===== config.mk =====
export PLATFORM = sky130hd
export DESIGN_NAME = heading_pid
export DESIGN_NICKNAME = d
export VERILOG_FILES = /design/src/rtl/heading_pid.sv
export SDC_FILE = /design/constraint.sdc
export NUM_CORES = 1
export LEC_CHECK = 0
export BUFFER_PORTS_ARGS = -buffer_cell sky130_fd_sc_hd__buf_2
export CAP_MARGIN = 20
export CELL_PAD_IN_SITES_DETAIL_PLACEMENT = 0
export CELL_PAD_IN_SITES_GLOBAL_PLACEMENT = 1
export CORE_ASPECT_RATIO = 1.25
export CORE_MARGIN = 8
export CORE_UTILIZATION = 35
export DETAILED_ROUTE_END_ITERATION = 16
export GPL_TIMING_DRIVEN = 0
export PLACE_DENSITY_LB_ADDON = 0.1
export SLEW_MARGIN = 0
export SYNTH_ARGS = -nofsm -noshare
export SYNTH_HDL_FRONTEND = slang
export SYNTH_SLANG_ARGS = --single-unit
export TNS_END_PERCENT = 50

===== constraint.sdc =====
create_clock -name clk -period 4.5 [get_ports clk]
set_input_delay 0.9 -clock clk [delete_from_list [all_inputs] [get_ports clk]]
set_output_delay 0.9 -clock clk [all_outputs]
set_load 0.03 [all_outputs]

===== src/rtl/heading_pid.sv =====
// heading_pid: saturating fixed-point PID turning heading error into left/right wheel speeds.
// Two register stages (PID sum, then speed mix) keep the multiplier off the output path.
module heading_pid #(
    parameter bit         FAST_SIM    = 1'b1,
    parameter logic [3:0] P_COEFF     = 4'd5,
    parameter logic [9:0] AT_HDNG_TOL = 10'd10
) (
    input  logic        clk,
    input  logic        rst_n,
    input  logic        moving,
    input  logic        hdng_vld,
    input  logic [11:0] dsrd_hdng,
    input  logic [11:0] actl_hdng,
    input  logic [9:0]  frwrd,
    output logic [11:0] lft_spd,
    output logic [11:0] rght_spd,
    output logic        at_hdng
);
    logic signed [12:0] err;
    logic signed [9:0]  err_sat;
    logic signed [10:0] d_diff;
    logic [6:0]  d_sat;
    logic [13:0] p_term;
    logic [15:0] integ_q, integ_d, integ_sum;
    logic        ovf;
    logic [9:0]  prev1_q, prev1_d, prev2_q, prev2_d;
    logic [8:0]  d_term_q, d_term_d;
    logic [11:0] i_term, pid_s;
    logic [14:0] pid_q, pid_d;
    logic        mv1_q;
    logic [9:0]  frwrd1_q;
    logic [11:0] lft_q, lft_d, rght_q, rght_d;
    logic        at_q, at_d;

    always_comb begin
        err       = {actl_hdng[11], actl_hdng} - {dsrd_hdng[11], dsrd_hdng};
        err_sat   = (err > 13'sd511) ? 10'sd511 : (err < -13'sd512) ? -10'sd512 : err[9:0];
        p_term    = {{4{err_sat[9]}}, err_sat} * {10'd0, P_COEFF};
        at_d      = (err_sat < $signed(AT_HDNG_TOL)) && (err_sat > -$signed(AT_HDNG_TOL));
        // Overflow only when operands agree in sign and the sum flips it; hold instead of wrap
        integ_sum = integ_q + {{6{err_sat[9]}}, err_sat};
        ovf       = (integ_q[15] == err_sat[9]) && (integ_sum[15] != integ_q[15]);
        integ_d   = !moving ? '0 : (hdng_vld && !ovf) ? integ_sum : integ_q;
        d_diff    = {err_sat[9], err_sat} - {prev2_q[9], prev2_q};
        d_sat     = (d_diff > 11'sd63) ? 7'h3f : (d_diff < -11'sd64) ? 7'h40 : d_diff[6:0];
        d_term_d  = !moving ? '0 : hdng_vld ? {d_sat, 2'b00} : d_term_q;
        prev1_d   = !moving ? '0 : hdng_vld ? err_sat : prev1_q;
        prev2_d   = !moving ? '0 : hdng_vld ? prev1_q : prev2_q;
        i_term    = FAST_SIM ? integ_q[15:4] : {{2{integ_q[15]}}, integ_q[15:6]};
        pid_d     = {p_term[13], p_term} + {{3{i_term[11]}}, i_term} + {{6{d_term_q[8]}}, d_term_q};
        pid_s     = pid_q[14:3];
        lft_d     = mv1_q ? {2'b00, frwrd1_q} + pid_s : '0;
        rght_d    = mv1_q ? {2'b00, frwrd1_q} - pid_s : '0;
    end

    always_ff @(posedge clk or negedge rst_n) begin
        if (!rst_n) begin
            integ_q  <= '0;
            prev1_q  <= '0;
            prev2_q  <= '0;
            d_term_q <= '0;
            pid_q    <= '0;
            mv1_q    <= 1'b0;
            frwrd1_q <= '0;
            lft_q    <= '0;
            rght_q   <= '0;
            at_q     <= 1'b0;
        end else begin
            integ_q  <= integ_d;
            prev1_q  <= prev1_d;
            prev2_q  <= prev2_d;
            d_term_q <= d_term_d;
            pid_q    <= pid_d;
            mv1_q    <= moving;
            frwrd1_q <= frwrd;
            lft_q    <= lft_d;
            rght_q   <= rght_d;
            at_q     <= at_d;
        end
    end

    assign lft_spd  = lft_q;
    assign rght_spd = rght_q;
    assign at_hdng  = at_q;
endmodule


=== Word level (Yosys, flattened, before mapping) ===
Index checks and enable logic that the tools add are counted.

* Flip-flop bits (word level): 96
* Input bits: 38
* Word-level logic and storage cells: 46

* $add $sub $neg: 7
* Multipliers: 1
* Magnitude comparators: 6
* Equality and inequality tests: 4
* Mux-type cells: 14
* Reduce and logical (&&, ||, !) cells: 4

{| class="wikitable"
|+ Operator list
! operator !! count
|-
| 2-to-1 mux 10 bit || 6
|-
| 2-to-1 mux 16 bit || 2
|-
| 2-to-1 mux 12 bit || 2
|-
| 2-to-1 mux 9 bit || 2
|-
| adder 16 bit || 1
|-
| adder 14 x 12 -> 15 bit || 1
|-
| adder 15 bit || 1
|-
| multiplier 10 x 4 -> 14 bit, second input constant || 1
|-
| 2-to-1 mux 7 bit || 2
|-
| greater-than comparator 13 x 10 -> 1 bit, second input constant || 1
|-
| < comparator 13 x 10 -> 1 bit, second input constant || 1
|-
| subtractor 12 x 12 -> 13 bit || 1
|-
| adder 10 x 12 -> 12 bit || 1
|-
| subtractor 10 x 12 -> 12 bit || 1
|-
| greater-than comparator 11 x 7 -> 1 bit, second input constant || 1
|-
| < comparator 11 x 7 -> 1 bit, second input constant || 1
|-
| subtractor 10 x 10 -> 11 bit || 1
|-
| greater-than comparator 10 x 5 -> 1 bit, second input constant || 1
|-
| < comparator 10 x 5 -> 1 bit, second input constant || 1
|-
| != test 2 x 1 -> 1 bit, second input constant || 2
|-
| logical AND 1 bit || 3
|-
| == test 1 bit || 1
|-
| zero test 1 bit || 1
|-
| != test 1 bit || 1
|}

=== Longest topological paths before layout ===
Gate-level depths: netlist of run 1.

* Depth after elaboration: 11
* Depth in mapped cells: 28
* Gate-level depth less buffers: 27

=== Worst setup path after synthesis of run 1 ===
Ideal clock, no wire load.

* Path kind: input -> register
* Start: input port dsrd_hdng[6]
* End: register pid_q[12]
* Arrival time: 6025 ps
* Data required time: 4372 ps
* Path slack: -1653 ps
* Cell stages on the path: 25
* Cell sequence: inv_1 > ha_1 > a21o_1 > o32ai_2 > a21oi_2 > o311ai_4 > a31oi_2 > o21ai_2 > inv_1 > fa_1 > inv_1 > ha_1 > inv_1 > fa_1 > inv_1 > fa_1 > a21o_1 > a21oi_1 > o21bai_1 > a21oi_1 > o21bai_1 > a21o_1 > a21oi_1 > o21bai_1 > xor2_1

* Word-level cells in the longest chain between the ends: 7
* Elaborated cells on any way between the ends: 8
* Classes of those cells: add/sub (3); mul (1); order compare (2); mux (2)

{| class="wikitable"
|+ RTL lines
! element !! line !! source
|-
| start, declared || 12 || <nowiki>input logic [11:0] dsrd_hdng,</nowiki>
|-
| subtractor 12 x 12 -> 13 bit (*) || 36 || <nowiki>err = {actl_hdng[11], actl_hdng} - {dsrd_hdng[11], dsrd_hdng};</nowiki>
|-
| < comparator 13 x 10 -> 1 bit || 37 || <nowiki>err_sat = (err > 13'sd511) ? 10'sd511 : (err < -13'sd512) ? -10'sd512 : err[9:0];</nowiki>
|-
| 2-to-1 mux 10 bit || 37 ||
|-
| 2-to-1 mux 10 bit (*) || 37 ||
|-
| multiplier 10 x 4 -> 14 bit (*) || 38 || <nowiki>p_term = {{4{err_sat[9]}}, err_sat} * {10'd0, P_COEFF};</nowiki>
|-
| adder 14 x 12 -> 15 bit (*) || 50 || <nowiki>pid_d = {p_term[13], p_term} + {{3{i_term[11]}}, i_term} + {{6{d_term_q[8]}}, d_term_q};</nowiki>
|-
| adder 15 bit (*) || 50 ||
|-
| named net pid_d[12] || 29 || <nowiki>logic [14:0] pid_q, pid_d;</nowiki>
|-
| end signal, assigned || 73 || <nowiki>pid_q <= pid_d;</nowiki>
|-
| end, declared || 29 ||
|}

Mark *: on every way through the listed nets, which the timed path passes. The rest lies on a longest branch.
A chain may end at the register's enable or synchronous reset.

=== Worst setup path after layout of run 1 ===
* Start: input port dsrd_hdng[1]
* End: register pid_q[12]

The elaborated chain is that of the path after synthesis.

==> results of run 1 <==
## cell usage in the layout (no fill, tap or decap), drive strengths merged, types with 3 or more instances in the layout
cell type  instances
nor3b              3
o31ai             11
o311ai             4
clkbuf            15
o21a               9
xnor2             30
dfrtp             90
xor2              14
a211oi            11
o21ai             30
a21boi             4
a211o              4
a21oi             55
and3              10
or2                4
nand4              6
or3                8
nor2              66
mux2i             19
inv              143
a21o              10
nor2b             13
nand3              9
a31oi              5
buf              134
nand2             24
o211ai             3
nand2b            12
o2bb2ai           14
and2               3
ha                81
fa                25
a221o              4
o21bai             8
nor3              19
## stage by stage
stage / total power, mW / cell area, um^2 / cells
floorplan: 4.90 / 7430 / 787
CTS: 7.87 / 9340 / 1197
finish: 8.17 / 9530 / 1202
global route: 8.90 / 9530 / 1202
global placement: 5.82 / 8090 / 1123
detailed placement: 5.89 / 8120 / 1124
## critical path: cells and delay by family
kind	cells	cell delay, ns
xor gates and xnor gates	1	0.16
and+or+nand+nor	1	0.13
adders and majority gates	5	1.84
AOI/OAI and AO/OA	13	2.15
buffers and inverters	8	0.69
## layer usage
metal / part of all wire, % / global-route usage, % / vias up
li1: - / - / 2957
met1: 38 / 15.6 / 2893
met2: 56 / 31.0 / 105
met3: 3.8 / 2.54 / 31
met4: 2.6 / 5.22 / 0
met5: 0 / 0 / -
## cells by family after synthesis
logic type,Yosys count,share of synthesized area (%)
mux,19,2.63
flops,90,31.1
xor+xnor,44,5.58
buf+inv,156,8.26
simple gates,181,12.1
fa+ha+maj,106,20.9
compound gates,191,19.3
## flip-flops by register name, summed over array words and instances (netlist names)
signal and flops:
at_hdng 1, d_term_q 7, frwrd1_q 10, integ_q 16, lft_spd 11, mv1_q 1, pid_q 12, prev1_q 10
prev2_q 10, rght_spd 12
## layout make-up
class | count | area (um^2) | area share, %
Multi-Input combinational cell | 541 | 5060 | 53.1
Sequential cell | 90 | 2250 | 23.6
Timing Repair Buffer | 126 | 901 | 9.45
Inverter | 144 | 564 | 5.92
Tap cell | 274 | 343 | 3.60
Clock buffer | 11 | 253 | 2.65
Buffer | 12 | 83.8 | 0.880
Clock inverter | 4 | 73.8 | 0.775
## final timing paths
| check | start | endpoint | cells after the start |
|---|---|---|---|
| setup / recovery | dsrd_hdng[1] | pid_q[12] | 28 |
| min in group clk | integ_q[0] | integ_q[0] | 1 |
| hold reg to reg | integ_q[0] | integ_q[0] | 1 |
| setup reg to reg | integ_q[7] | pid_q[12] | 17 |
| max in group asynchronous | rst_n | prev2_q[5] | 2 |
| hold / removal | rst_n | lft_spd[1] | 1 |
## power by group through the flow
stage | combinational [mW] | clock (mW) | sequential, mW
global route | 6.76 | 0.891 | 1.25
CTS | 5.78 | 0.864 | 1.22
finish | 6.11 | 0.834 | 1.22
detailed placement | 4.66 | 0 | 1.23
floorplan | 3.52 | 0 | 1.39
global placement | 4.59 | 0 | 1.23
## repair_timing
| action | CTS | global route |
|---|---|---|
| setup buffers | 56 | 6 |
| resized for setup | 102 | 35 |
| pin swaps | 52 | 42 |
| endpoints found under the setup margin | 35 | 35 |
| gates cloned | 2 | 0 |
==> metrics.md, run 1 <==
| Metric | Value |
|---|---|
| Vias per cell | `between 4 and 5` |
| Setup TNS | `-21.86 ns` |
| Mapped Area | `about 7200 um^2` |
| Slowest-stage cell, CP | `fa_1` |
| Min-Delay Path Class | `in2async` |
| Root Buffer | `clkbuf_16` |
| # setup viols final | `34` |
| Total Routed Length | `~19000 um` |
| CTS buffer count | `9` |
| Slew margin rel. | `around 50%` |
| Biggest area consumer among synthesized cells | `dfrtp_1` |
| Hold-fix buffers at CTS | `0` |
| Core area | `around 21000 um^2` |
| WL/cell | `approximately 16 um` |
| Final Worst Setup Slack | `-1.14 ns` |
| Synthesized net count | `roughly 930` |
| Critical Path Fanout Max | `5` |
| RSZ-0062 raised after global routing | `true` |
| P&R area growth vs syn | `31.7%` |
| Final period util | `125%` |
| Status | `finished with violations` |
| First-pass GRT wire length | `approximately 30000 um` |
| Logic pwr share | `about three quarters` |
| GRT overflow | `0` |
| EDFF count, synth | `0` |
| Die Ht | `roughly 180 um` |
| Fmax | `between 150 and 200 MHz` |
| Detailed Route Iter0 Violations | `180` |
| Slowest cell delay on critical path | `~0.55 ns` |
| Clk pwr share | `between 10% and 20%` |
| Final hold violation count | `0` |
| Leak | `roughly 4.5 nW` |
| P_int | `roughly 4.5 mW` |
| Synth area leaders | `dfrtp_1 (31%), ha_1 (14%), inv_1 (7.4%)` |
| Fin crit period | `about 5.6 ns` |
| Share of cells above drive strength 1 | `approximately 28%` |
| Largest net degree at the start of global routing | `63` |
| Final net count | `1068` |
| Crit. End Element | `flip-flop` |
| Clock Sinks | `90` |
| Longest Clk Path Bufs | `2` |
| Final setup skew | `between 0.009 and 0.01 ns` |
| Worst Path Required | `4.73 ns` |
| DP HPWL | `14000 um` |
| Violated checks | `setup timing` |
| Area share of the largest cell type after synthesis | `between 30% and 40%` |
| Pre-CTS setup slack | `-2.38 ns` |
| Ys flop type | `dfrtp_1` |
| NetSw | `approximately 3.7 mW` |
| Post-DRT Antenna Nets | `0` |
| Total Routing Usage GR | `between 10% and 20%` |
| Post-Syn Instances | `between 700 and 800` |
| Vias in the first global route | `6284` |
| Yosys warning count | `0` |
| Clk pin slew, worst setup/hold paths | `about 0.070 ns` |
| Synth cell count leaders | `inv_1 (142), dfrtp_1 (90), ha_1 (81)` |
| Final hold slack | `~0.47 ns` |
| Starting density of the core | `35.3%` |
| Crit path launch type | `input pin` |
| Unique masters post-synth | `between 60 and 70` |
| FP Rows | `59` |
| Pins Over Slew Limit | `0` |
| IO Count | `63` |
| CP Class | `in2reg` |
| DIE AREA | `25600 um^2` |
| Initial antenna violation count | `0` |
| Seq cells post-synth | `90` |
| Crit path DAT | `between 5 and 6 ns` |
| Via count | `between 5000 and 6000` |
| Slew @ Worst Pin | `roughly 0.76 ns` |
| Routability Congestion | `around 0.85` |
| Diodes inserted | `0` |
| H-tree Lvls | `3` |
| Post-layout util | `between 40% and 50%` |
| Sequential Power Share | `between 10% and 20%` |
| Drt first pass iters | `4` |
| Max-cap viol count | `0` |
| Width of the die | `between 100 and 150 um` |
| Maximum vdd drop | `~520 uV` |
| PwrDens | `~860 nW/um^2` |
| Reg2Reg Setup Slack | `approximately 0.79 ns` |
| Fillers | `2029` |
| Switching power share of the total | `a little under half` |
| Sequential share of the synthesized area | `a little under a third` |
| Syn Area/Cell | `around 9 um^2` |
| DRC viols | `0` |
| Port bufs | `62` |
| Worst skew pair latency | `0.35 ns` |
| Async SR Flop Fraction | `100%` |
| CTS tree | `done` |
| Most frequent cell after synthesis | `inv_1` |
No activity file was read; power rests on OpenSTA's default activity.
==> run 2: changes to the inputs <==
--- a/config.mk
+++ b/config.mk
@@ -13,6 +13,7 @@
 export CORE_MARGIN = 8
 export CORE_UTILIZATION = 35
 export DETAILED_ROUTE_END_ITERATION = 16
+export GPL_ROUTABILITY_DRIVEN = 0
 export GPL_TIMING_DRIVEN = 0
 export PLACE_DENSITY_LB_ADDON = 0.1
 export SLEW_MARGIN = 0
==> constraint.sdc (replaced) <==
create_clock -name clk -period 4.5 [get_ports clk]
set_input_delay 0.225 -clock clk [delete_from_list [all_inputs] [get_ports clk]]
set_output_delay 0.225 -clock clk [all_outputs]
set_load 0.03 [all_outputs]
==> run 2 against run 1 <==
The flow still finishes with violations (setup timing). Clock skew fell by 0.0019 ns. Non-clock buffer count grew 14. Cell area up 2.1%. Cell count grew 1.2%. Critical path type unchanged. Highest routed layer unchanged.
==> metrics.md, run 2 (synthesis gave the netlist of run 1 again) <==
| Metric | Value |
|---|---|
| CP Class | `in2reg (unchanged)` |
| FP Rows | `59 (unchanged)` |
| Diodes inserted | `0 (unchanged)` |
| Fin crit period | `5.05 ns (was 5.64 ns)` |
| Reg-to-Reg End | `pid_q[12] (unchanged)` |
| Die Ht | `177 um (unchanged)` |
| Detailed Route Iter0 Violations | `230 (was 180)` |
| Clk pin slew, worst setup/hold paths | `0.06 ns (was 0.07 ns)` |
| Width of the die | `145 um (unchanged)` |
| Logic pwr share | `76.3% (was 74.9%)` |
| Max-cap viol count | `0 (unchanged)` |
| Vias per cell | `4.94 (was 4.98)` |
| Hold Path Depth | `1` |
| Worst skew pair latency | `0.35 ns (about the same)` |
| Final period util | `112% (was 125%)` |
| Clk pwr share | `8.8% (was 10.2%)` |
| First-pass GRT wire length | `30400 um (was 30800 um)` |
| Most frequent cells in the layout | `inv_1 (126), dfrtp_1 (90), nor2_1 (62) (was inv_1 (123), dfrtp_1 (90), ha_1 (65))` |
| Crit path DAT | `5.28 ns (was 5.87 ns)` |
| Reg2reg path depth | `17 (unchanged)` |
| Critical Path Fanout Max | `5 (unchanged)` |
| Port bufs | `62 (unchanged)` |
| GRT overflow | `0 (unchanged)` |
| Longest Clk Path Bufs | `2 (unchanged)` |
| Cell count after placement | `1124 (unchanged)` |
| Final setup skew | `0.00719 ns (was 0.00909 ns)` |
| IO Count | `63 (unchanged)` |
| Violated checks | `setup timing (unchanged)` |
| Initial antenna violation count | `0 (unchanged)` |
| Final Cell Area | `9730 um^2 (was 9530 um^2)` |
| RSZ-0062 raised after global routing | `true (unchanged)` |
| Total Routing Usage GR | `15.3% (was 15.5%)` |
| P&R area growth vs syn | `34.5% (was 31.7%)` |
| Maximum vdd drop | `464 uV (was 518 uV)` |
| Post-DRT Antenna Nets | `0 (unchanged)` |
| Start point of the worst hold path | `moving` |
| Root Buffer | `clkbuf_16 (unchanged)` |
| Final hold slack | `0.0684 ns (was 0.466 ns)` |
| CTS tree | `done (unchanged)` |
| Sequential Power Share | `14.9% (about the same)` |
| Vias in the first global route | `6311 (was 6284)` |
| Fmax | `198 MHz (was 177 MHz)` |
| Final Worst Setup Slack | `-0.547 ns (was -1.14 ns)` |
| Final hold violation count | `0 (unchanged)` |
| Worst Path Required | `4.73 ns (about the same)` |
| Core area | `20500 um^2 (unchanged)` |
| Switching power share of the total | `46.1% (was 45.2%)` |
| Hold Path Sink | `mv1_q` |
| Min-Delay Path Class | `in2reg (was in2async)` |
| Power, Total | `8.23 mW (was 8.17 mW)` |
| Final non-filler cell total | `1217 (was 1202)` |
| Reg2Reg Setup Slack | `0.67 ns (was 0.79 ns)` |
| Slew @ Worst Pin | `0.745 ns (was 0.762 ns)` |
| Most common library cell in the layout ignoring fill and taps | `inv_1 (unchanged)` |
| Share of cells above drive strength 1 | `28.4% (was 27.9%)` |
| Largest net degree at the start of global routing | `63 (unchanged)` |
| CTS buffer count | `9 (unchanged)` |
| NetSw | `3.79 mW (was 3.70 mW)` |
| Slew margin rel. | `50.3% (was 49.2%)` |
| Via count | `6013 (was 5986)` |
| DRC viols | `0 (unchanged)` |
| Placement Cell Area | `8110 um^2 (was 8120 um^2)` |
| P_int | `4.44 mW (was 4.47 mW)` |
| Max reg flops | `16 (unchanged)` |
| Post-layout util | `47.4% (was 46.4%)` |
| Total Routed Length | `19300 um (was 19100 um)` |
| # setup viols final | `21 (was 34)` |
| Pins Over Slew Limit | `0 (unchanged)` |
| Crit. End Element | `flip-flop (unchanged)` |
| Clock Sinks | `90 (unchanged)` |
| Final net count | `1082 (was 1068)` |
| WL/cell | `15.8 um (was 15.9 um)` |
| Crit path launch type | `input pin (unchanged)` |
| PwrDens | `846 nW/um^2 (was 857 nW/um^2)` |
| Drt first pass iters | `4 (unchanged)` |
| Starting density of the core | `35.3% (unchanged)` |
| Largest Register | `integ_q (unchanged)` |
| Status | `finished with violations (unchanged)` |
| Leak | `4.60 nW (was 4.53 nW)` |
| H-tree Lvls | `3 (unchanged)` |
| DIE AREA | `25600 um^2 (unchanged)` |
| DP HPWL | `14100 um (was 14000 um)` |
| R2r startpoint | `integ_q[7] (unchanged)` |
==> run 2: cell types whose count changed in the layout (fill, tap and decap cells not counted), sizes merged <==
cell         before  now
dlygate4sd3       0   11
buf             134  137
bufinv            2    0
clkinv            2    4
clkbuf           15   16
==> run 2: power by group through the flow <==
| stage | Combinational (mW) | Sequential [mW] | Clock, mW |
|---|---|---|---|
| 6_report | 6.28 | 1.23 | 0.721 |
| 5_1_grt | 6.95 | 1.26 | 0.779 |
| 4_1_cts | 5.59 | 1.22 | 0.751 |
| 3_5_place_dp | 4.67 | 1.23 | 0 |
| 3_3_place_gp | 4.57 | 1.23 | 0 |
| 2_1_floorplan | 3.50 | 1.39 | 0 |
==> run 2: timing repair <==
action / CTS / global route
endpoints found under the hold margin: 38 / 0
setup buffers: 51 / 14
resized for setup: 74 / 69
endpoints found under the setup margin: 33 / 30
pin swaps: 57 / 59
cloned: 1 / 1
hold buffers: 11 / 0
==> run 2: final cells by class <==
cell class | instances | area (um^2)
Buffer | 12 | 92.6
Clock buffer | 12 | 256
Clock inverter | 4 | 26.3
Fill cell | 2018 | 10800
Inverter | 144 | 558
Multi-Input combinational cell | 541 | 5140
Sequential cell | 90 | 2250
Tap cell | 274 | 343
Timing Repair Buffer | 140 | 1060
==> run 2: worst max path at each step <==
stage / startpoint / end / slack (ns) / cells after the start
floorplan: dsrd_hdng[6] / pid_q[12] / -0.52 / 25
global placement: actl_hdng[0] / integ_q[1] / -1.74 / 23
detailed placement: dsrd_hdng[6] / integ_q[1] / -1.81 / 21
CTS: actl_hdng[0] / pid_q[12] / -0.56 / 29
global route: actl_hdng[0] / pid_q[14] / -0.83 / 28
finish: dsrd_hdng[1] / pid_q[12] / -0.55 / 28
==> run 2: per-layer routing <==
| metal | global-route usage, % | part of all wire [%] |
|---|---|---|
| met2 | 29.7 | 55 |
| met5 | 0 | 0 |
| met3 | 2.62 | 3.6 |
| met4 | 7.43 | 3.1 |
| met1 | 15.2 | 38 |
==> run 2: critical path: stages <==
cell      delay (ns)
buf_8           0.10
inv_4           0.04
ha_4            0.18
nor2b_4         0.13
o31ai_4         0.32
a21oi_4         0.13
a31oi_4         0.27
xnor2_4         0.13
buf_12          0.14
o31ai_4         0.29
buf_6           0.17
o21a_4          0.15
fa_1            0.43
inv_1           0.08
ha_2            0.17
inv_2           0.04
fa_1            0.51
inv_2           0.05
fa_2            0.36
a21o_1          0.18
a21oi_2         0.15
o21bai_1        0.11
a21oi_2         0.15
o21bai_1        0.10
a21o_1          0.19
a21oi_2         0.20
o21bai_1        0.11
xor2_1          0.16
==> run 2: per-stage QoR <==
step | setup slack [ns] | setup TNS [ns]
detailed placement | -1.81 | -46.37
finish | -0.547 | -3.14
floorplan | -0.516 | -2.41
global placement | -1.74 | -44.64
CTS | -0.562 | -2.85
global route | -0.831 | -6.42
